--- src/rtl/cacheline_pkg.sv ---
// Shared types and constants for the cache-line burst adaptor.
//   ca_state_e : adaptor FSM states
//   CA_*       : default geometry (256-bit line, 64-bit beats, 32-bit address)
//   BEATS, CNT_W, LINE_OFF_W, BEAT_OFF_W : derived from the default geometry
//   beat_slot  : line slot touched by the beat with a given counter value
//                when a burst starts at beat `start` (wrap order).
package cacheline_pkg;

    typedef enum logic [1:0] {
        IDLE  = 2'd0,
        READ  = 2'd1,
        WRITE = 2'd2,
        DONE  = 2'd3
    } ca_state_e;

    localparam int CA_LINE_W  = 256;
    localparam int CA_BEAT_W  = 64;
    localparam int CA_ADDR_W  = 32;

    localparam int BEATS      = CA_LINE_W / CA_BEAT_W;
    localparam int CNT_W      = $clog2(BEATS);
    localparam int LINE_OFF_W = $clog2(CA_LINE_W / 8);
    localparam int BEAT_OFF_W = $clog2(CA_BEAT_W / 8);

    // Wrap-order slot: (start + cnt) mod beats.
    function automatic int unsigned beat_slot(input int unsigned start,
                                              input int unsigned cnt,
                                              input int unsigned beats);
        return (start + cnt) % beats;
    endfunction

endpackage

--- src/rtl/beat_counter.sv ---
// Beat counter for one burst.
//   clk, rst_n : clock, async active-low reset
//   i_clr      : synchronous clear (has priority over i_en)
//   i_en       : advance by one beat
//   o_cnt      : current beat index, wraps to 0 after the last beat
//   o_last     : o_cnt is the final beat of the burst
module beat_counter
    import cacheline_pkg::*;
#(
    parameter int N_BEATS = BEATS,
    parameter int W       = CNT_W
) (
    input  logic         clk,
    input  logic         rst_n,
    input  logic         i_clr,
    input  logic         i_en,
    output logic [W-1:0] o_cnt,
    output logic         o_last
);

    logic [W-1:0] r_cnt;

    always_ff @(posedge clk or negedge rst_n) begin
        if (!rst_n)
            r_cnt <= '0;
        else if (i_clr)
            r_cnt <= '0;
        else if (i_en)
            r_cnt <= o_last ? '0 : r_cnt + W'(1);
    end

    assign o_cnt  = r_cnt;
    assign o_last = (r_cnt == W'(N_BEATS - 1));

endmodule

--- src/rtl/cacheline_burst_adaptor.sv ---
// Cache-line <-> pmem burst adaptor.
// Turns one LINE_W-bit line read/write from the cache into a BEATS-beat
// burst of BEAT_W-bit transfers and reassembles read beats into a line.
//   clk, rst_n          : clock, async active-low reset
//   line_addr/read/write/wdata : cache request (sampled only in IDLE)
//   line_rdata, line_resp, busy : fill line, one-cycle completion, FSM not IDLE
//   burst_addr/read/write/wdata : pmem burst request, held for whole burst
//   burst_rdata, burst_resp     : pmem beat return / beat accept
// Optional: define CA_CRIT_WORD_FIRST_EN to issue reads starting at the
// requested beat (wrap order); otherwise every burst starts at beat 0.
module cacheline_burst_adaptor
    import cacheline_pkg::*;
#(
    parameter int LINE_W = CA_LINE_W,
    parameter int BEAT_W = CA_BEAT_W,
    parameter int ADDR_W = CA_ADDR_W
) (
    input  logic              clk,
    input  logic              rst_n,
    input  logic [ADDR_W-1:0] line_addr,
    input  logic              line_read,
    input  logic              line_write,
    input  logic [LINE_W-1:0] line_wdata,
    output logic [LINE_W-1:0] line_rdata,
    output logic              line_resp,
    output logic              busy,
    output logic [ADDR_W-1:0] burst_addr,
    output logic              burst_read,
    output logic              burst_write,
    output logic [BEAT_W-1:0] burst_wdata,
    input  logic [BEAT_W-1:0] burst_rdata,
    input  logic              burst_resp
);

    localparam int NBEATS      = LINE_W / BEAT_W;
    localparam int NCNT_W      = $clog2(NBEATS);
    localparam int NLINE_OFF_W = $clog2(LINE_W / 8);
    localparam int NBEAT_OFF_W = $clog2(BEAT_W / 8);

    localparam logic [ADDR_W-1:0] LINE_MASK = ~ADDR_W'((1 << NLINE_OFF_W) - 1);
    localparam logic [ADDR_W-1:0] BEAT_MASK = ~ADDR_W'((1 << NBEAT_OFF_W) - 1);

    ca_state_e                       r_state;
    logic [ADDR_W-1:0]               r_burst_addr;
    logic [NBEATS-1:0][BEAT_W-1:0]   r_wdata;
    logic [NBEATS-1:0][BEAT_W-1:0]   r_rdata;
    logic                            r_line_resp;
    logic                            r_burst_read;
    logic                            r_burst_write;

    logic [NCNT_W-1:0]               w_cnt;
    logic [NCNT_W-1:0]               w_slot;
    logic                            w_last;
    logic                            w_active;
    logic                            w_beat;

    assign w_active = (r_state == READ) || (r_state == WRITE);
    // burst_resp outside a burst must not move the counter.
    assign w_beat   = w_active && burst_resp;

    beat_counter #(
        .N_BEATS (NBEATS),
        .W       (NCNT_W)
    ) u_cnt (
        .clk    (clk),
        .rst_n  (rst_n),
        .i_clr  (r_state == IDLE),
        .i_en   (w_beat),
        .o_cnt  (w_cnt),
        .o_last (w_last)
    );

`ifdef CA_CRIT_WORD_FIRST_EN
    // First beat returned by pmem for the current read.
    logic [NCNT_W-1:0] r_start;
    assign w_slot = NCNT_W'(beat_slot(32'(r_start), 32'(w_cnt), NBEATS));
`else
    assign w_slot = NCNT_W'(beat_slot(0, 32'(w_cnt), NBEATS));
`endif

    always_ff @(posedge clk or negedge rst_n) begin
        if (!rst_n) begin
            r_state       <= IDLE;
            r_burst_addr  <= '0;
            r_wdata       <= '0;
            r_rdata       <= '0;
            r_line_resp   <= 1'b0;
            r_burst_read  <= 1'b0;
            r_burst_write <= 1'b0;
`ifdef CA_CRIT_WORD_FIRST_EN
            r_start       <= '0;
`endif
        end else begin
            r_line_resp <= 1'b0;
            case (r_state)
                IDLE: begin
                    // Write wins a tie; a held read is picked up after DONE.
                    if (line_write) begin
                        r_state       <= WRITE;
                        r_burst_write <= 1'b1;
                        r_burst_addr  <= line_addr & LINE_MASK;
                        r_wdata       <= line_wdata;
`ifdef CA_CRIT_WORD_FIRST_EN
                        r_start       <= '0;
`endif
                    end else if (line_read) begin
                        r_state      <= READ;
                        r_burst_read <= 1'b1;
`ifdef CA_CRIT_WORD_FIRST_EN
                        r_burst_addr <= line_addr & BEAT_MASK;
                        r_start      <= line_addr[NLINE_OFF_W-1:NBEAT_OFF_W];
`else
                        r_burst_addr <= line_addr & LINE_MASK;
`endif
                    end
                end
                READ: begin
                    if (burst_resp) begin
                        r_rdata[w_slot] <= burst_rdata;
                        if (w_last) begin
                            r_state      <= DONE;
                            r_burst_read <= 1'b0;
                            r_line_resp  <= 1'b1;
                        end
                    end
                end
                WRITE: begin
                    if (burst_resp && w_last) begin
                        r_state       <= DONE;
                        r_burst_write <= 1'b0;
                        r_line_resp   <= 1'b1;
                    end
                end
                DONE: r_state <= IDLE;
                default: r_state <= IDLE;
            endcase
        end
    end

    assign line_rdata  = r_rdata;
    assign line_resp   = r_line_resp;
    assign busy        = (r_state != IDLE);
    assign burst_addr  = r_burst_addr;
    assign burst_read  = r_burst_read;
    assign burst_write = r_burst_write;
    assign burst_wdata = (r_state == WRITE) ? r_wdata[w_cnt] : '0;

endmodule

--- config.mk ---
export PLATFORM = sky130hd
export DESIGN_NAME = cacheline_burst_adaptor
export DESIGN_NICKNAME = d
export VERILOG_FILES = /design/src/rtl/cacheline_pkg.sv /design/src/rtl/beat_counter.sv /design/src/rtl/cacheline_burst_adaptor.sv
export SDC_FILE = /design/constraint.sdc
export NUM_CORES = 1
export LEC_CHECK = 0
export CAP_MARGIN = 25
export CORE_AREA = 5 5 273 275
export DETAILED_ROUTE_END_ITERATION = 8
export DIE_AREA = 0 0 278 280
export GPL_TIMING_DRIVEN = 0
export SLEW_MARGIN = 20
export SYNTH_ARGS = -nofsm -noshare
export SYNTH_HDL_FRONTEND = slang
export SYNTH_SLANG_ARGS = --single-unit
--- constraint.sdc ---
create_clock -name clk -period 3.35 [get_ports clk]
set_clock_uncertainty 0.2 [all_clocks]
set_input_delay 0.67 -clock clk [delete_from_list [all_inputs] [get_ports clk]]
set_output_delay 0.67 -clock clk [all_outputs]
set_load 0.02 [all_outputs]
Yosys cells after proc, flatten, opt, wreduce, memory -nomap -nowiden. Index checks and enable logic that the tools add are counted.

Register bits after elaboration: 551. Input port bits: 357. Logic and storage cells: 73.

$add $sub $neg: 1. Magnitude comparators: 2. Equality and inequality tests: 11. Multiplexer cells: 29. Reduce and logical (&&, ||, !) cells: 16.

Operators by type and width (count): 256-bit bitwise mux (1); 64-bit 2-to-1 mux (3); 64-bit binary-select mux with 2-bit select (1); 64-bit demux with 2-bit select (1); 32-bit 2-to-1 mux (2); 2-bit 2-to-1 mux (8); 2-bit nonzero test (5); 1-bit 2-to-1 mux (9); 2-bit != test, second input constant (4); 2-bit case mux with 4 select lines (1); 2-bit equality test, second input constant (3); 1-bit case mux with 2 select lines (3); 2-bit AND reduction (3); 5-bit AND reduction (1); 2-bit by 1-bit != test with 1-bit output, second input constant (2); 4-bit AND reduction (1); 1-bit logical AND (3); 2-bit by 3-bit less-than comparator with 1-bit output, second input constant (1); 3-bit != test, second input constant (1); 3-bit AND reduction (1); 2-bit by 1-bit adder with 2-bit output, second input constant (1); 2-bit by 1-bit equality test with 1-bit output, second input constant (1); 2-bit by 1-bit greater-or-equal comparator with 1-bit output, second input constant (1); 2-bit zero test (1); 1-bit logical OR (1).

Longest topological paths before layout. Gate-level depths: netlist (run 1).

Depth after elaboration: 5. Mapped depth: 7. Mapped depth without buffers: 5.

Modules after synthesis. A second synthesis (run 1) with hierarchy kept.

Cells, all modules: 1341. Area total of the unflattened synthesis: 22370.2 µm².

Modules (own cells, without submodules): cacheline_burst_adaptor (times used 1, cells each 1333, area an instance 22270.1 µm², sequential area each 13613.1 µm²); beat_counter (times used 1, cells each 8, area an instance 100.1 µm², sequential area each 50.0 µm²).

Worst setup path after synthesis (run 1). Ideal clock, no wire load.

Path kind: flip-flop to output port. Start: reg u_cnt.r_cnt[0], in the netlist u_cnt.o_cnt[0]. End: out burst_wdata[39]. Arrival: 1.531 ns. Slack: 0.949 ns. Cell stages (with the launch flop): 5. Buffers on the path: 2. Cells stage by stage: dfrtp_1 buf_6 buf_2 mux4_2 and2_1.

Cells in the longest elaborated chain, start to end: 3.

Ends and longest elaborated chain: start, declared (RTL line beat_counter.sv:21) `logic [W-1:0] r_cnt;`; start signal, assigned (RTL line beat_counter.sv:29) `r_cnt <= o_last ? '0 : r_cnt + W'(1);`; 64-bit binary-select mux with 2-bit select (RTL line cacheline_burst_adaptor.sv:146) `assign burst_wdata = (r_state == WRITE) ? r_wdata[w_cnt] : '0;`; 64-bit 2-to-1 mux (implied by the code) (RTL line cacheline_burst_adaptor.sv:146); 64-bit 2-to-1 mux (RTL line cacheline_burst_adaptor.sv:146); end, declared (RTL line cacheline_burst_adaptor.sv:30) `output logic [BEAT_W-1:0] burst_wdata,`.

Every way passes these cells. The select of a mux whose other input is x is not followed.

Worst setup path in the final report (run 1).
Start: reg u_cnt.r_cnt[0], in the netlist u_cnt.o_cnt[0]. End: out burst_wdata[40].

The elaborated chain is that of the path after synthesis.

==> run_results.csv, run 1 <==
group,metric,value,unit
sta,rsz0062_at_grt,"true",
sta,drv_slew,0,
sta,setup_tns,0,ns
synth,post-synth-top-area-fraction,60.9,%
die,fp.dieArea,77800,sq um
finish,final_core_util,46.1,%
placement,port_buffers,700,
die,die_h,280,um
synth,synth-seq-area-share,60.9,%
detailed_routing,wire_per_inst,23.9,um
run_status,outcome,"completed",
synth,synth_area_leaders,"dfrtp_1 61%, mux2_2 27%, mux4_2 6.4%",
global_route,grt.total_usage,18.7,%
synth,synth_top_area_cell,"dfrtp_1",
detailed_routing,top_layer_used,"met5",
synth,syn_area,22400,sq um
detailed_routing,wl_met1,28.3,mm
cts,cts_tree,"built",
global_route,grt_pass1_vias,16400,
cts,clock-sinks,546,
detailed_routing,dr_wl_met2,39.1,mm
setup_path,cpMostUsedCell,"buf_8",
sta,tightest_slew,0.526,ns
setup_path,path_class,"reg2out",
flow_run,maxCapViolCount,0,
synth,ys_seq_elements,546,
global_route,antenna_found_initial,25,
setup_path,end_kind,"primary output",
setup_path,startpoint_type,"flip-flop",
placement,gp_congestion,0.832,
detailed_routing,totalWireLength,75.5,mm
detailed_routing,vias,14700,
finish,final_common_cell,"clkdlybuf4s50_1",
detailed_routing,dr.first_iter.drc_count,538,
sta,hold_viol,0,
setup_path,cp_slowest_stage_delay,0.51,ns
setup_path,path_buf_inv,3,
detailed_routing,dr.pass1.iters,7,
cts,htree_levels,2,
setup_path,required,2.48,ns
synth,ys.warnings.count,0,
setup_path,arrival,2.45,ns
detailed_routing,drt_drc_violations_left,0,
finish,fin_nets,2504,
global_route,grt_pass1_wl,111,mm
cts,insertion_delay,0.61,ns
sta,max_freq,301,MHz
setup_path,crit_slowest_cell,"mux4_2",
setup_path,critical-path-top-delay-family,"buffers and inverters",
synth,syn_area_per_cell,16.7,sq um
global_route,grt_max_degree,99,
placement,dp_hpwl,57.4,mm
setup_path,worstPathMaxFanout,10,
finish,layout_common_cells,"635 x clkdlybuf4s50_1, 544 x dfrtp_1, 539 x mux2_2",
detailed_routing,antenna_left,0,
sta,fin_crit,3.32,ns
die,start_util,31.1,%
synth,ys_types,30,
cts,cts_root_buffer,"clkbuf_16",
pwr,p_leak,0.0143,uW
worst_hold_path,hold_class,"in2reg",
sta,finalCritPeriodShare,99.1,%
finish,nFillCells,6420,
detailed_routing,avgViaCountPerCell,4.66,
die,coreArea,72100,sq um
sta,relSlewSlack,65.0,%
pwr,power,34100,uW
die,die_w,278,um
cts,cts_buffer_depth,3,
detailed_routing,dr_wl_met3,6.02,mm
cts,clkTransAtPathRegs,0.06,ns
global_route,grt_overflow,0,
die,num_rows,99,
pwr,peakVddDrop,0.487,mV
sta,finalSetupViolations,0,
cts,cts_made_buffers,61,
finish,area_growth_syn_to_layout,48.0,%
pwr,power.density,1030,nW/um^2
die,num_io_pins,713,
setup_path,crit_chain,"buf_8, buf_8, mux4_2, and2_1, dlygate4sd2_1",
finish,drive_above_1_share,40.1,%
synth,synthCells,1346,
-- synth_stat cells --
| library cell | number |
|---|---|
| and2_1 | 64 |
| buf_12 | 4 |
| nor4_1 | 1 |
| ha_1 | 10 |
| a31oi_1 | 1 |
| o21ai_2 | 1 |
| nand3_1 | 1 |
| clkbuf_1 | 7 |
| dfrtp_1 | 546 |
| nand2b_1 | 1 |
| o211ai_1 | 1 |
| nand2_1 | 5 |
| o21bai_1 | 1 |
| mux4_2 | 64 |
| mux2_2 | 539 |
| nor2b_1 | 1 |
| conb_1 | 1 |
| inv_1 | 7 |
| o2bb2ai_1 | 1 |
| mux2i_1 | 4 |
| a21oi_1 | 1 |
| buf_1 | 1 |
| or3b_2 | 1 |
| buf_4 | 7 |
| buf_6 | 1 |
| o2111a_1 | 2 |
| o21ai_0 | 3 |
| nand3_2 | 4 |
| a21o_1 | 1 |
| buf_2 | 65 |
-- metrics by stage --
| stage | area (sq um) | instances | hold WS [ns] | setup slack, ns |
|---|---|---|---|---|
| after floorplan | 22500 | 1350 | 0.174 | 0.949 |
| after global placement | 30700 | 3009 | 0.282 | -22.82 |
| after detailed placement | 30800 | 3015 | 0.287 | -0.918 |
| after CTS | 33100 | 3129 | 0.165 | -0.185 |
| after global routing | 33200 | 3155 | 0.203 | -0.0708 |
| final | 33200 | 3163 | 0.223 | 0.0310 |
-- repair_timing --
item / in CTS / in global routing
resized for setup: 179 / 75
hold buffers: 1 / 0
setup buffers: 1 / 16
cloned: 0 / 2
pin swaps: 0 / 4
endpoints found under the hold margin: 63 / 0
endpoints found under the setup margin: 64 / 63
-- final cells by class --
type	count	area (sq um)	area share, %
well taps	959	1200	3.61
plain buffers	84	582	1.75
repair buffers	725	7200	21.7
multi-input cells	712	8300	25.0
diodes	18	45.0	0.136
clock buffers	90	1840	5.53
inverters	7	26.3	0.0791
clock inverters	22	352	1.06
flip-flops and latches	546	13700	41.1
-- flip-flops by register name (all words and copies together) (netlist names) --
signal and flops:
line_rdata 256, burst_addr 27, line_resp 1, r_wdata 256, burst_write 1, r_state 2, u_cnt.o_cnt 2, burst_read 1
-- worst register-to-register path, delay by kind of cell, from the launching register on --
kind,cells,cell delay [ns]
buf+inv,4,0.97
flops,1,0.44
mux,1,0.38
simple gates,1,0.28
fa+ha+maj,1,0.20
-- routing by layer --
layer / vias up / track usage (%)
li1: 6479 / -
met1: 7588 / 21.6
met2: 524 / 33.3
met3: 128 / 6.18
met4: 16 / 5.58
met5: - / 0
-- worst paths after layout --
kind | startpoint | endpoint | slack, ns | cells after the start
min reg2reg | line_rdata[112] | line_rdata[112] | 0.30 | 1
min | burst_resp | line_resp | 0.22 | 2
max | u_cnt.o_cnt[0] | burst_wdata[40] | 0.03 | 5
min in group asynchronous | rst_n | line_rdata[239] | 0.41 | 2
max reg2reg | u_cnt.o_cnt[1] | line_rdata[110] | 0.77 | 7
max in group asynchronous | rst_n | r_wdata[219] | 0.82 | 5
-- cell families (layout without fill, tap and decap cells) --
group,count (synthesis),count (layout),synth area share (%)
AND/OR/NAND/NOR,78,78,2.19
buffers and inverters,92,928,2.34
adder cells (fa/ha/maj),10,10,0.557
AO/OA/AOI/OAI,12,12,0.396
flip-flops,546,546,60.9
other,1,23,0.0167
multiplexers,607,607,33.6
-- where the power goes --
part | internal (uW) | leakage (uW) | switching [uW]
sequential | 9900 | 0.00661 | 1700
combinational | 8300 | 0.00656 | 6980
clock | 4470 | 0.00108 | 2760
Note: power is estimated with default switching activity, not from simulation.
==> inputs of run 2 (changes only) <==
--- a/config.mk
+++ b/config.mk
@@ -10,6 +10,7 @@
 export DETAILED_ROUTE_END_ITERATION = 8
 export DIE_AREA = 0 0 278 280
 export GPL_TIMING_DRIVEN = 0
+export HOLD_SLACK_MARGIN = 0.15
 export SLEW_MARGIN = 20
 export SYNTH_ARGS = -nofsm -noshare
 export SYNTH_HDL_FRONTEND = slang
==> constraint.sdc (replaced) <==
create_clock -name clk -period 4.2 [get_ports clk]
set_clock_uncertainty 0.2 [all_clocks]
set_input_delay 0.84 -clock clk [delete_from_list [all_inputs] [get_ports clk]]
set_output_delay 0.84 -clock clk [all_outputs]
set_load 0.02 [all_outputs]
==> run_results.csv, run 2 (synthesis gave the netlist of run 1 again) <==
group,metric,value,unit
pwr,p_leak,0.0140,uW
die,coreArea,72100,sq um
worst_hold_path,holdPathStages,1,
cts,cts_buffer_depth,3,
sta,drv_slew,0,
setup_path,path_class,"reg2out",
sta,hold_viol,0,
cts,cts_root_buffer,"clkbuf_16",
sta,relSlewSlack,45.6,%
detailed_routing,vias,14600,
detailed_routing,dr.pass1.iters,5,
placement,dp_hpwl,57.4,mm
sta,setup_tns,0,ns
setup_path,ff2ff_path_depth,7,
sta,finalCritPeriodShare,95.5,%
finish,layout_common_cells,"699 x clkdlybuf4s50_1, 545 x dfrtp_1, 539 x mux2_2",
cts,htree_levels,2,
detailed_routing,avgViaCountPerCell,4.64,
worst_hold_path,hold_class,"reg2reg",
flow_run,maxCapViolCount,0,
global_route,grt_pass1_wl,110,mm
global_route,grt.total_usage,18.7,%
finish,final_common_cell,"clkdlybuf4s50_1",
pwr,power,27100,uW
detailed_routing,drt_drc_violations_left,0,
placement,port_buffers,700,
setup_path,end_kind,"primary output",
pwr,peakVddDrop,0.399,mV
finish,nFillCells,6404,
setup_path,arrival,2.97,ns
cts,cts_made_buffers,61,
setup_path,worstPathMaxFanout,10,
finish,drive_above_1_share,36.9,%
detailed_routing,dr.first_iter.drc_count,506,
detailed_routing,wire_per_inst,23.8,um
die,num_io_pins,713,
finish,area_growth_syn_to_layout,47.5,%
die,start_util,31.1,%
pwr,power.density,818,nW/um^2
sta,tightest_slew,0.816,ns
run_status,outcome,"completed",
detailed_routing,antenna_left,0,
global_route,grt_pass1_vias,16400,
global_route,antenna_found_initial,25,
cts,clock-sinks,546,
setup_path,required,3.16,ns
detailed_routing,totalWireLength,74.9,mm
cts,clkTransAtPathRegs,0.06,ns
finish,fin_nets,2487,
die,fp.dieArea,77800,sq um
placement,placedCellCount,3015,
setup_path,startpoint_type,"flip-flop",
sta,max_freq,249,MHz
die,die_h,280,um
sta,rsz0062_at_grt,"false",
cts,cts_tree,"built",
die,die_w,278,um
finish,finalNonFillerCells,3145,
die,num_rows,99,
cts,insertion_delay,0.61,ns
sta,hold_slack,0.298,ns
global_route,grt_max_degree,99,
sta,finalSetupViolations,0,
placement,gp_congestion,0.832,
global_route,grt_overflow,0,
sta,fin_crit,4.01,ns
[run 2: report_power, final]
group / switching (uW) / total [uW] / internal (uW)
clock network: 2200 / 5760 / 3560
registers: 1360 / 9250 / 7900
logic: 5480 / 12100 / 6590
[run 2: per-stage QoR]
step	area, sq um	utilization, %	setup WS, ns
6_report	33100	45.9	0.189
5_1_grt	33100	45.9	0.0264
4_1_cts	33100	45.9	0.00748
3_5_place_dp	30800	42.8	-0.238
3_3_place_gp	30700	42.5	-22.14
2_1_floorplan	22500	-	1.63
[run 2: repair_timing]
action | 4_1_cts | 5_1_grt
setup buffers | 0 | 0
setup endpoints to repair | 42 | 9
hold endpoints to repair | 63 | 0
hold buffers | 1 | 0
resized for setup | 11 | 3
[run 2: path summary, 6_finish.rpt]
kind                           startpoint              end  slack, ns
hold / removal               r_wdata[131]     r_wdata[131]       0.30
setup / recovery           u_cnt.o_cnt[1]  burst_wdata[32]       0.19
setup reg to reg           u_cnt.o_cnt[1]  line_rdata[110]       1.31
hold reg to reg              r_wdata[131]     r_wdata[131]       0.30
min in group asynchronous           rst_n  line_rdata[239]       0.58
max in group asynchronous           rst_n      r_wdata[76]       1.51
[run 2: layout make-up]
cell class / instances / area [sq um] / share of cell area (%)
inverters: 7 / 26.3 / 0.0794
flip-flops and latches: 546 / 13700 / 41.3
clock buffers: 90 / 1840 / 5.55
multi-input cells: 712 / 8280 / 25.0
plain buffers: 85 / 527 / 1.59
diodes: 17 / 42.5 / 0.128
repair buffers: 707 / 7190 / 21.7
clock inverters: 22 / 352 / 1.06
well taps: 959 / 1200 / 3.62
[run 2: critical path, stage by stage (launching register included)]
cell	delay, ns
dfrtp_2	0.49
buf_2	0.36
buf_2	0.40
mux4_2	0.35
and2_1	0.17
clkdlybuf4s50_1	0.58
[run 2: per-layer routing]
| metal | up-vias | track usage (%) | part of all wire, % |
|---|---|---|---|
| met5 | - | 0 | 0.15 |
| met2 | 502 | 33.3 | 52 |
| met3 | 116 | 6.20 | 7.8 |
| met1 | 7535 | 21.6 | 38 |
| li1 | 6432 | - | - |
| met4 | 16 | 5.44 | 2.6 |
==> inputs of run 3 (changes only) <==
--- a/config.mk
+++ b/config.mk
@@ -6,9 +6,9 @@
 export NUM_CORES = 1
 export LEC_CHECK = 0
 export CAP_MARGIN = 25
-export CORE_AREA = 5 5 273 275
+export CORE_AREA = 5 5 275 277
 export DETAILED_ROUTE_END_ITERATION = 8
-export DIE_AREA = 0 0 278 280
+export DIE_AREA = 0 0 280 282
 export GPL_TIMING_DRIVEN = 0
 export HOLD_SLACK_MARGIN = 0.15
 export SLEW_MARGIN = 20
==> run_results.csv, run 3 (synthesis gave the netlist of run 1 again) <==
group,metric,value,unit
sta,finalSetupViolations,0,
finish,layout_common_cells,"695 x clkdlybuf4s50_1, 546 x dfrtp_1, 539 x mux2_2",
setup_path,startpoint_type,"flip-flop",
detailed_routing,dr.pass1.iters,4,
die,die_h,282,um
sta,fin_crit,4.05,ns
finish,area_growth_syn_to_layout,47.4,%
cts,cts_root_buffer,"clkbuf_16",
detailed_routing,avgViaCountPerCell,4.68,
global_route,grt_max_degree,99,
die,start_util,30.9,%
cts,clock-sinks,546,
cts,htree_levels,2,
finish,final_common_cell,"clkdlybuf4s50_1",
setup_path,worstPathMaxFanout,11,
setup_path,end_kind,"primary output",
detailed_routing,dr.first_iter.drc_count,534,
finish,fin_nets,2486,
finish,drive_above_1_share,37.1,%
die,coreArea,72600,sq um
setup_path,path_class,"reg2out",
pwr,peakVddDrop,0.451,mV
flow_run,maxCapViolCount,0,
sta,max_freq,247,MHz
global_route,grt.total_usage,18.6,%
setup_path,required,3.16,ns
global_route,antenna_found_initial,32,
detailed_routing,drt_drc_violations_left,0,
placement,pre_cts_ws,-0.360,ns
sta,hold_viol,0,
cts,insertion_delay,0.60,ns
global_route,grt_pass1_vias,16600,
sta,drv_slew,0,
detailed_routing,vias,14700,
placement,gp_congestion,0.867,
placement,dp_hpwl,58.4,mm
detailed_routing,wire_per_inst,24.1,um
global_route,grt_overflow,0,
sta,relSlewSlack,60.4,%
pwr,p_leak,0.0140,uW
setup_path,startpoint,"r_state[0]",
die,die_w,280,um
die,num_io_pins,713,
sta,tightest_slew,0.596,ns
run_status,outcome,"completed",
sta,rsz0062_at_grt,"false",
die,num_rows,99,
cts,cts_made_buffers,60,
die,fp.dieArea,79000,sq um
sta,worst_slack,0.155,ns
global_route,grt_pass1_wl,111,mm
cts,cts_tree,"built",
cts,clkTransAtPathRegs,0.06,ns
cts,cts_buffer_depth,3,
sta,finalCritPeriodShare,96.3,%
detailed_routing,antenna_left,0,
setup_path,arrival,3.01,ns
pwr,power.density,818,nW/um^2
setup_path,timing.rr.start,"u_cnt.o_cnt[1]",
worst_hold_path,min_from,"r_wdata[138]",
pwr,power,27100,uW
detailed_routing,totalWireLength,75.7,mm
worst_hold_path,hold_class,"reg2reg",
placement,port_buffers,700,
cts,cts_setup_buffers,0,
-- run 3: cell type report --
type | instances | area, sq um
multi-input cells | 712 | 8280
diodes | 14 | 35.0
inverters | 7 | 26.3
fillers | 6464 | 39500
clock buffers | 83 | 1760
clock inverters | 29 | 417
plain buffers | 85 | 522
flip-flops and latches | 546 | 13700
repair buffers | 707 | 7190
well taps | 959 | 1200
-- run 3: what timing repair did --
item	in CTS	in global routing
resized for setup	12	6
endpoints found under the hold margin	39	0
hold buffers	1	0
endpoints found under the setup margin	44	15
-- run 3: worst paths after layout --
path                       slack, ns  cells after the start         endpoint
hold reg to reg                 0.30                      1     r_wdata[138]
max in group asynchronous       2.04                      4  line_rdata[247]
hold / removal                  0.30                      1     r_wdata[138]
min in group asynchronous       0.50                      2     r_wdata[223]
setup reg to reg                1.22                      7   line_rdata[40]
setup / recovery                0.15                      6   burst_wdata[0]
-- run 3: worst max-delay path, stage by stage (launching register included) --
cell,delay [ns]
dfrtp_1,0.41
inv_1,0.13
ha_1,0.31
buf_4,0.30
clkbuf_4,0.32
and2_1,0.25
clkdlybuf4s50_1,0.66
-- run 3: power by group --
group          total (uW)  switching, uW  internal (uW)
Sequential           9280           1380           7900
Combinational       12100           5480           6570
Clock                5730           2200           3530
-- run 3: stage by stage --
step	cell area [sq um]	setup TNS (ns)	hold WS, ns	std cells	util, %
after global routing	33100	0	0.311	3137	45.6
after global placement	30700	-	0.281	3009	42.3
after detailed placement	30800	-2.23	0.288	3015	42.5
after CTS	33000	0	0.301	3128	45.5
after floorplan	22500	0	0.274	1350	-
final	33100	0	0.301	3142	45.6
-- run 3: metal layers --
| layer | GRT usage, % | wire (um) |
|---|---|---|
| met4 | 6.02 | 2180 |
| met5 | 0 | 173 |
| met2 | 32.8 | 38400 |
| met1 | 20.6 | 27600 |
| met3 | 7.56 | 7320 |
